$ cat src/rtl/ppr_seq_cpa_if.sv
// ---------------------------------------------------------------------------
// ppr_seq_cpa_if
// Handshake bundle for the sequential carry-propagate adder.
//   in_valid / in_ready    : operand-pair handshake (upstream -> adder)
//   sum_vec / carry_vec    : redundant operands from the compressor tree
//   out_valid / out_ready  : result handshake (adder -> consumer)
//   result / cout          : resolved binary sum and carry out of the MSB
//   zero                   : result==0 flag, present only when
//                            PPR_CPA_ZERO_FLAG_EN is defined
// Modports: master = upstream/consumer side, slave = the adder.
// ---------------------------------------------------------------------------
interface ppr_seq_cpa_if #(
  parameter int WIDTH = 16
);
  logic             in_valid;
  logic             in_ready;
  logic [WIDTH-1:0] sum_vec;
  logic [WIDTH-1:0] carry_vec;
  logic             out_valid;
  logic             out_ready;
  logic [WIDTH-1:0] result;
  logic             cout;

`ifdef PPR_CPA_ZERO_FLAG_EN
  logic             zero;

  modport master (
    output in_valid, sum_vec, carry_vec, out_ready,
    input  in_ready, out_valid, result, cout, zero
  );

  modport slave (
    input  in_valid, sum_vec, carry_vec, out_ready,
    output in_ready, out_valid, result, cout, zero
  );
`else
  modport master (
    output in_valid, sum_vec, carry_vec, out_ready,
    input  in_ready, out_valid, result, cout
  );

  modport slave (
    input  in_valid, sum_vec, carry_vec, out_ready,
    output in_ready, out_valid, result, cout
  );
`endif
endinterface

$ cat src/rtl/ppr_seq_cpa.sv
// ---------------------------------------------------------------------------
// ppr_seq_cpa
// Final carry-propagate adder behind the 4:2 compressor tree. Resolves the
// redundant sum/carry vectors SLICE bits per cycle; the inter-slice carry is
// held in a register, so there is no combinational path across slices.
//
// Ports:
//   clk    : rising-edge clock
//   reset  : synchronous, active-high; aborts any operation in flight
//   bus    : ppr_seq_cpa_if.slave (operand and result handshakes)
//
// Parameters: WIDTH (multiple of SLICE), SLICE (bits resolved per cycle).
// Optional feature: define PPR_CPA_ZERO_FLAG_EN to drive bus.zero, a
// result==0 flag valid in DONE, built from a per-slice sticky flag.
// ---------------------------------------------------------------------------
module ppr_seq_cpa #(
  parameter int WIDTH = 16,
  parameter int SLICE = 4
) (
  input logic          clk,
  input logic          reset,
  ppr_seq_cpa_if.slave bus
);

  localparam int NSLICE = WIDTH / SLICE;
  localparam int IDX_W  = (NSLICE > 1) ? $clog2(NSLICE) : 1;
  localparam logic [IDX_W-1:0] LAST_IDX = IDX_W'(NSLICE - 1);

  typedef enum logic [1:0] {
    IDLE,
    ADD,
    DONE
  } state_t;

  state_t           state_q;
  state_t           state_d;
  logic [IDX_W-1:0] idx_q;
  logic             cy_q;
  logic [WIDTH-1:0] sum_op_q;
  logic [WIDTH-1:0] carry_op_q;
  logic [WIDTH-1:0] result_q;
  logic             cout_q;
  logic             in_ready;
  logic             out_valid;
  int               base;
  logic [SLICE:0]   slice_sum;

  // Slice adder: one SLICE-bit slice of each operand plus the carry register.
  always_comb begin
    base      = int'(idx_q) * SLICE;
    slice_sum = {1'b0, sum_op_q[base +: SLICE]}
              + {1'b0, carry_op_q[base +: SLICE]}
              + {{SLICE{1'b0}}, cy_q};
  end

  always_comb begin
    state_d   = state_q;
    in_ready  = 1'b0;
    out_valid = 1'b0;
    unique case (state_q)
      IDLE: begin
        in_ready = 1'b1;
        if (bus.in_valid) state_d = ADD;
      end
      ADD: begin
        if (idx_q == LAST_IDX) state_d = DONE;
      end
      DONE: begin
        out_valid = 1'b1;
        if (bus.out_ready) state_d = IDLE;
      end
      default: state_d = IDLE;
    endcase
  end

  always_ff @(posedge clk) begin
    if (reset) begin
      state_q  <= IDLE;
      idx_q    <= '0;
      cy_q     <= 1'b0;
      result_q <= '0;
      cout_q   <= 1'b0;
    end else begin
      state_q <= state_d;
      unique case (state_q)
        IDLE: begin
          if (bus.in_valid) begin
            sum_op_q   <= bus.sum_vec;
            carry_op_q <= bus.carry_vec;
            cy_q       <= 1'b0;
            idx_q      <= '0;
          end
        end
        ADD: begin
          result_q[base +: SLICE] <= slice_sum[SLICE-1:0];
          cy_q                    <= slice_sum[SLICE];
          idx_q                   <= idx_q + IDX_W'(1);
          if (idx_q == LAST_IDX) cout_q <= slice_sum[SLICE];
        end
        default: ;
      endcase
    end
  end

`ifdef PPR_CPA_ZERO_FLAG_EN
  // Sticky all-zero flag: set on acceptance, cleared by any nonzero slice.
  logic zero_q;

  always_ff @(posedge clk) begin
    if (reset) begin
      zero_q <= 1'b0;
    end else if (state_q == IDLE && bus.in_valid) begin
      zero_q <= 1'b1;
    end else if (state_q == ADD) begin
      zero_q <= zero_q & ~(|slice_sum[SLICE-1:0]);
    end
  end

  assign bus.zero = (state_q == DONE) & zero_q;
`else
  // No zero flag in this build.
`endif

  assign bus.in_ready  = in_ready;
  assign bus.out_valid = out_valid;
  assign bus.result    = result_q;
  assign bus.cout      = cout_q;

endmodule

$ cat src/flat_wrapper.sv
// flat-port wrapper written by rule: the top's interface ports become plain ports
module ppr_seq_cpa_flat 
#(
  parameter int WIDTH = 16,
  parameter int SLICE = 4
)
  (clk, reset, bus_in_valid, bus_sum_vec, bus_carry_vec, bus_out_ready, bus_in_ready, bus_out_valid, bus_result, bus_cout);
  ppr_seq_cpa_if #(.WIDTH(WIDTH)) bus_i ();
  input logic clk;
  input logic reset;
  input wire logic [$bits(bus_i.in_valid)-1:0] bus_in_valid;
  input wire logic [$bits(bus_i.sum_vec)-1:0] bus_sum_vec;
  input wire logic [$bits(bus_i.carry_vec)-1:0] bus_carry_vec;
  input wire logic [$bits(bus_i.out_ready)-1:0] bus_out_ready;
  output wire logic [$bits(bus_i.in_ready)-1:0] bus_in_ready;
  output wire logic [$bits(bus_i.out_valid)-1:0] bus_out_valid;
  output wire logic [$bits(bus_i.result)-1:0] bus_result;
  output wire logic [$bits(bus_i.cout)-1:0] bus_cout;
  assign bus_i.in_valid = bus_in_valid;
  assign bus_i.sum_vec = bus_sum_vec;
  assign bus_i.carry_vec = bus_carry_vec;
  assign bus_i.out_ready = bus_out_ready;
  assign bus_in_ready = bus_i.in_ready;
  assign bus_out_valid = bus_i.out_valid;
  assign bus_result = bus_i.result;
  assign bus_cout = bus_i.cout;
  ppr_seq_cpa #(.WIDTH(WIDTH), .SLICE(SLICE)) u_core (.clk(clk), .reset(reset), .bus(bus_i));
endmodule
$ cat config.mk
export PLATFORM = sky130hd
export DESIGN_NAME = ppr_seq_cpa_flat
export DESIGN_NICKNAME = d
export VERILOG_FILES = /design/src/rtl/ppr_seq_cpa_if.sv /design/src/rtl/ppr_seq_cpa.sv /design/src/flat_wrapper.sv
export SDC_FILE = /design/constraint.sdc
export NUM_CORES = 1
export LEC_CHECK = 0
export ABC_AREA = 1
export BUFFER_PORTS_ARGS = -buffer_cell sky130_fd_sc_hd__buf_2
export CAP_MARGIN = 0
export CORE_MARGIN = 5
export CORE_UTILIZATION = 30
export DETAILED_ROUTE_END_ITERATION = 12
export GPL_TIMING_DRIVEN = 1
export PLACE_DENSITY_LB_ADDON = 0.1
export SETUP_SLACK_MARGIN = 0.1
export SLEW_MARGIN = 30
export SYNTH_ARGS = -nofsm -noshare
export SYNTH_HDL_FRONTEND = slang
export SYNTH_SLANG_ARGS = --single-unit
$ cat constraint.sdc
create_clock -name clk -period 7 [get_ports clk]
set_clock_uncertainty 0.05 [all_clocks]
set_input_delay 0.7 -clock clk [delete_from_list [all_inputs] [get_ports clk]]
set_output_delay 0.7 -clock clk [all_outputs]
set_load 0.01 [all_outputs]
==> flow_metrics.py <==
metrics = {
    "finish": {
        "seqCellArea_um2": 1401,
        "fin_nets": 320,
        "area_growth_pct": 20.80,
        "drive_gt1_share_pct": 25.91,
        "layout.cells.non_filler": 376,
        "n_antenna_cell": 0,
        "multi_input_area_um2": 840.8,
        "fill_cells": 794,
    },
    "run": {
        "cap_violations": 0,
    },
    "global_routing": {
        "grt_antenna_before_repair": 0,
        "overflow": 0,
        "grt_max_degree": 33,
        "grt_usage_pct": 10.30,
        "grt_pass1_vias": 1649,
        "grt_first_pass_wirelength_um": 7962,
    },
    "synthesis": {
        "synth_nets": 265,
        "ys_ff_latch": 54,
        "netlist_area_um2": 2310,
        "yosysWarningCount": 0,
        "synth_top_area_share_pct": 41.60,
        "yosysSeqAreaShare_pct": 60.67,
        "avgSynthCellArea_um2": 10.60,
        "synth_top_area_cell": "edfxtp_1",
        "synth.area.top_cells": "edfxtp_1 42%, dfxtp_1 19%, nand2_1 6.3%, ha_1 4.9%, nor2_1 4.4%",
        "synthCells": 218,
        "ys_types": 23,
    },
    "power": {
        "peakVddDrop_mv": 0.08786,
        "leakagePower_nw": 1.100,
        "p_per_area_nw_per_um2": 225.8,
    },
    "detailed_routing": {
        "drc": 0,
        "viasPerCell": 4.402,
        "antenna_left": 0,
        "wl_per_cell_um": 13.04,
        "drt_iter0_drc": 99,
        "first_pass_iters": 6,
        "wl_um": 4902,
        "via_count": 1655,
    },
    "setup_path": {
        "path_max_fanout": 25,
        "endpoint_kind": "flop",
        "r2r-start": "u_core.idx_q[0]$_SDFFE_PP0P_",
        "timing.critical_path.from": "u_core.idx_q[0]$_SDFFE_PP0P_",
        "start_kind": "flop",
        "crit_type": "reg2reg",
        "crit_required_ns": 7.19,
        "worst_ep_arrival_time_ns": 3.64,
        "ff2ff_path_depth": 10,
    },
    "clock_network": {
        "clkSlewWorstSetupHoldPaths_ns": 0.10,
        "ctsResizeCount": 0,
        "post_cts.repair.setup_buffers": 0,
        "cts_tree": "yes",
        "clk_latency_ns": 0.31,
        "cts.path.max_buffers": 2,
        "clkSinkCount": 54,
        "htree_levels": 2,
        "cts_buffers": 5,
        "cts-root-buf": "clkbuf_8",
        "cts_hold_buf": 0,
    },
    "timing": {
        "worst_pin_slew_ns": 0.7273,
        "holdWs_ns": 0.4143,
        "final_max_slew_viol_count": 0,
        "fin_tns_setup_ns": 0,
        "finalCriticalPeriod_ns": 3.447,
        "rsz0062_at_grt": "false",
        "setup_viol": 0,
        "timing.fmax_mhz": 290.1,
        "timing.final.hold_violations": 0,
        "relSlewSlack_pct": 51.45,
        "setup_slack_ns": 3.553,
        "finalCritPeriodShare_pct": 49.24,
    },
    "floorplan": {
        "start_util_pct": 30.36,
        "core_um2": 7607,
        "fp.dieH_um": 97.75,
        "die-area_um2": 9554,
        "die_w_um": 97.75,
        "ioPinCount": 55,
        "num_rows": 32,
    },
    "place": {
        "io_buffers": 54,
        "post-place-ws_ns": 3.545,
        "gp_congestion": 0.8249,
        "dpl.hpwl_um": 3516,
        "dp_cells": 368,
    },
    "min_path": {
        "worstHoldStart": "u_core.bus.result[12]$_SDFFE_PP0P_",
        "min_path_cells": 2,
        "hp-class": "reg2reg",
    },
    "run_status": {
        "status": "completed",
    },
}
-- worst paths after layout --
path	to	slack, ns
worst min register to register	u_core.bus.result[12]$_SDFFE_PP0P_	0.41
worst max-delay path	u_core.bus.result[14]$_SDFFE_PP0P_	3.55
worst min-delay path	u_core.bus.result[12]$_SDFFE_PP0P_	0.41
worst max register to register	u_core.bus.result[14]$_SDFFE_PP0P_	3.55
-- worst max-delay path, stage by stage (launching register included) --
cell	delay, ns
dfxtp_1	0.80
inv_1	0.55
o21ai_0	0.32
o22ai_1	0.13
fa_1	0.44
fa_1	0.42
xor2_1	0.27
nand2_1	0.08
nor2_1	0.14
a22oi_1	0.09
nor2_1	0.09
-- Yosys cell counts --
| cell type | number |
|---|---|
| a21oi_1 | 20 |
| a22oi_1 | 4 |
| buf_2 | 2 |
| clkbuf_1 | 5 |
| clkinv_1 | 1 |
| dfxtp_1 | 22 |
| edfxtp_1 | 32 |
| fa_1 | 2 |
| ha_1 | 9 |
| inv_1 | 9 |
| inv_2 | 1 |
| nand2_1 | 39 |
| nand2_4 | 3 |
| nand3_1 | 8 |
| nand4_1 | 2 |
| nor2_1 | 27 |
| nor2_4 | 3 |
| nor2_8 | 1 |
| nor3_4 | 1 |
| o21ai_0 | 17 |
| o21bai_1 | 1 |
| o22ai_1 | 8 |
| xor2_1 | 1 |
-- power by group --
| group | internal, W | leakage [nW] | total [W] | switching, W |
|---|---|---|---|---|
| clock | 0.0000914 | 0.0510 | 0.000189 | 0.0000975 |
| combinational | 0.0000310 | 0.573 | 0.0000844 | 0.0000533 |
| sequential | 0.000350 | 0.475 | 0.000357 | 0.00000731 |
-- area by class of cell --
cell class	instances	area share [%]
clock buffer	7	3.498
clock inverter	1	0.1345
timing repair buffer	55	9.955
tap	102	4.574
inverter	11	1.480
sequential	54	50.22
multi-input combinational	146	30.13
-- cells in the final DEF (no fill, tap or decap) --
| cell type | Yosys | layout |
|---|---|---|
| buf_2 | 2 | 54 |
| nand2_1 | 39 | 39 |
| edfxtp_1 | 32 | 32 |
| nor2_1 | 27 | 26 |
| dfxtp_1 | 22 | 22 |
| a21oi_1 | 20 | 20 |
| o21ai_0 | 17 | 17 |
| inv_1 | 9 | 9 |
| ha_1 | 9 | 9 |
| o22ai_1 | 8 | 8 |
| nand3_1 | 8 | 8 |
| clkbuf_8 | 0 | 5 |
| a22oi_1 | 4 | 4 |
| nand2_4 | 3 | 3 |
| nor2_4 | 3 | 3 |
| clkinv_1 | 1 | 2 |
| nand4_1 | 2 | 2 |
| fa_1 | 2 | 2 |
| nor2_2 | 0 | 1 |
| inv_2 | 1 | 1 |
| nor2_8 | 1 | 1 |
| xor2_1 | 1 | 1 |
| nor3_4 | 1 | 1 |
| o21bai_1 | 1 | 1 |
| clkbuf_1 | 5 | 1 |
| clkbuf_16 | 0 | 1 |
| buf_4 | 0 | 1 |
-- sequential cells by signal (all words and copies together), names as in the netlist --
signal / count
u_core.bus.cout: 1
u_core.bus.result: 16
u_core.carry_op_q: 16
u_core.cy_q: 1
u_core.idx_q: 2
u_core.state_q: 2
u_core.sum_op_q: 16
-- routing by layer --
layer / wire length, um / GRT usage [%] / part of all wire [%] / vias to the layer above
met1: 2393 / 13.29 / 49 / 747
met3: 263 / 3.214 / 5.4 / 6
met5: 0 / 0 / 0 / -
met2: 2172 / 16.39 / 44 / 39
li1: - / - / - / 863
met4: 72 / 3.621 / 1.5 / 0
-- stage by stage --
stage	utilization (%)	area (um^2)	total power (W)
6_report	36.68	2790	0.0006301
5_1_grt	36.68	2790	0.0006635
4_1_cts	36.68	2790	0.0006398
3_5_place_dp	35.35	2689	0.0004494
3_3_place_gp	35.35	2689	0.0004481
2_1_floorplan	-	2310	0.0004193
-- logic make-up after synthesis --
| group | Yosys count | synth area share, % |
|---|---|---|
| adder cells (fa/ha/maj) | 11 | 6.609 |
| flip-flops | 54 | 60.67 |
| AND/OR/NAND/NOR | 84 | 17.50 |
| AO/OA/AOI/OAI | 50 | 11.81 |
| buffers and inverters | 18 | 3.033 |
| XOR/XNOR | 1 | 0.3793 |
No activity file was read; power rests on OpenSTA's default activity.
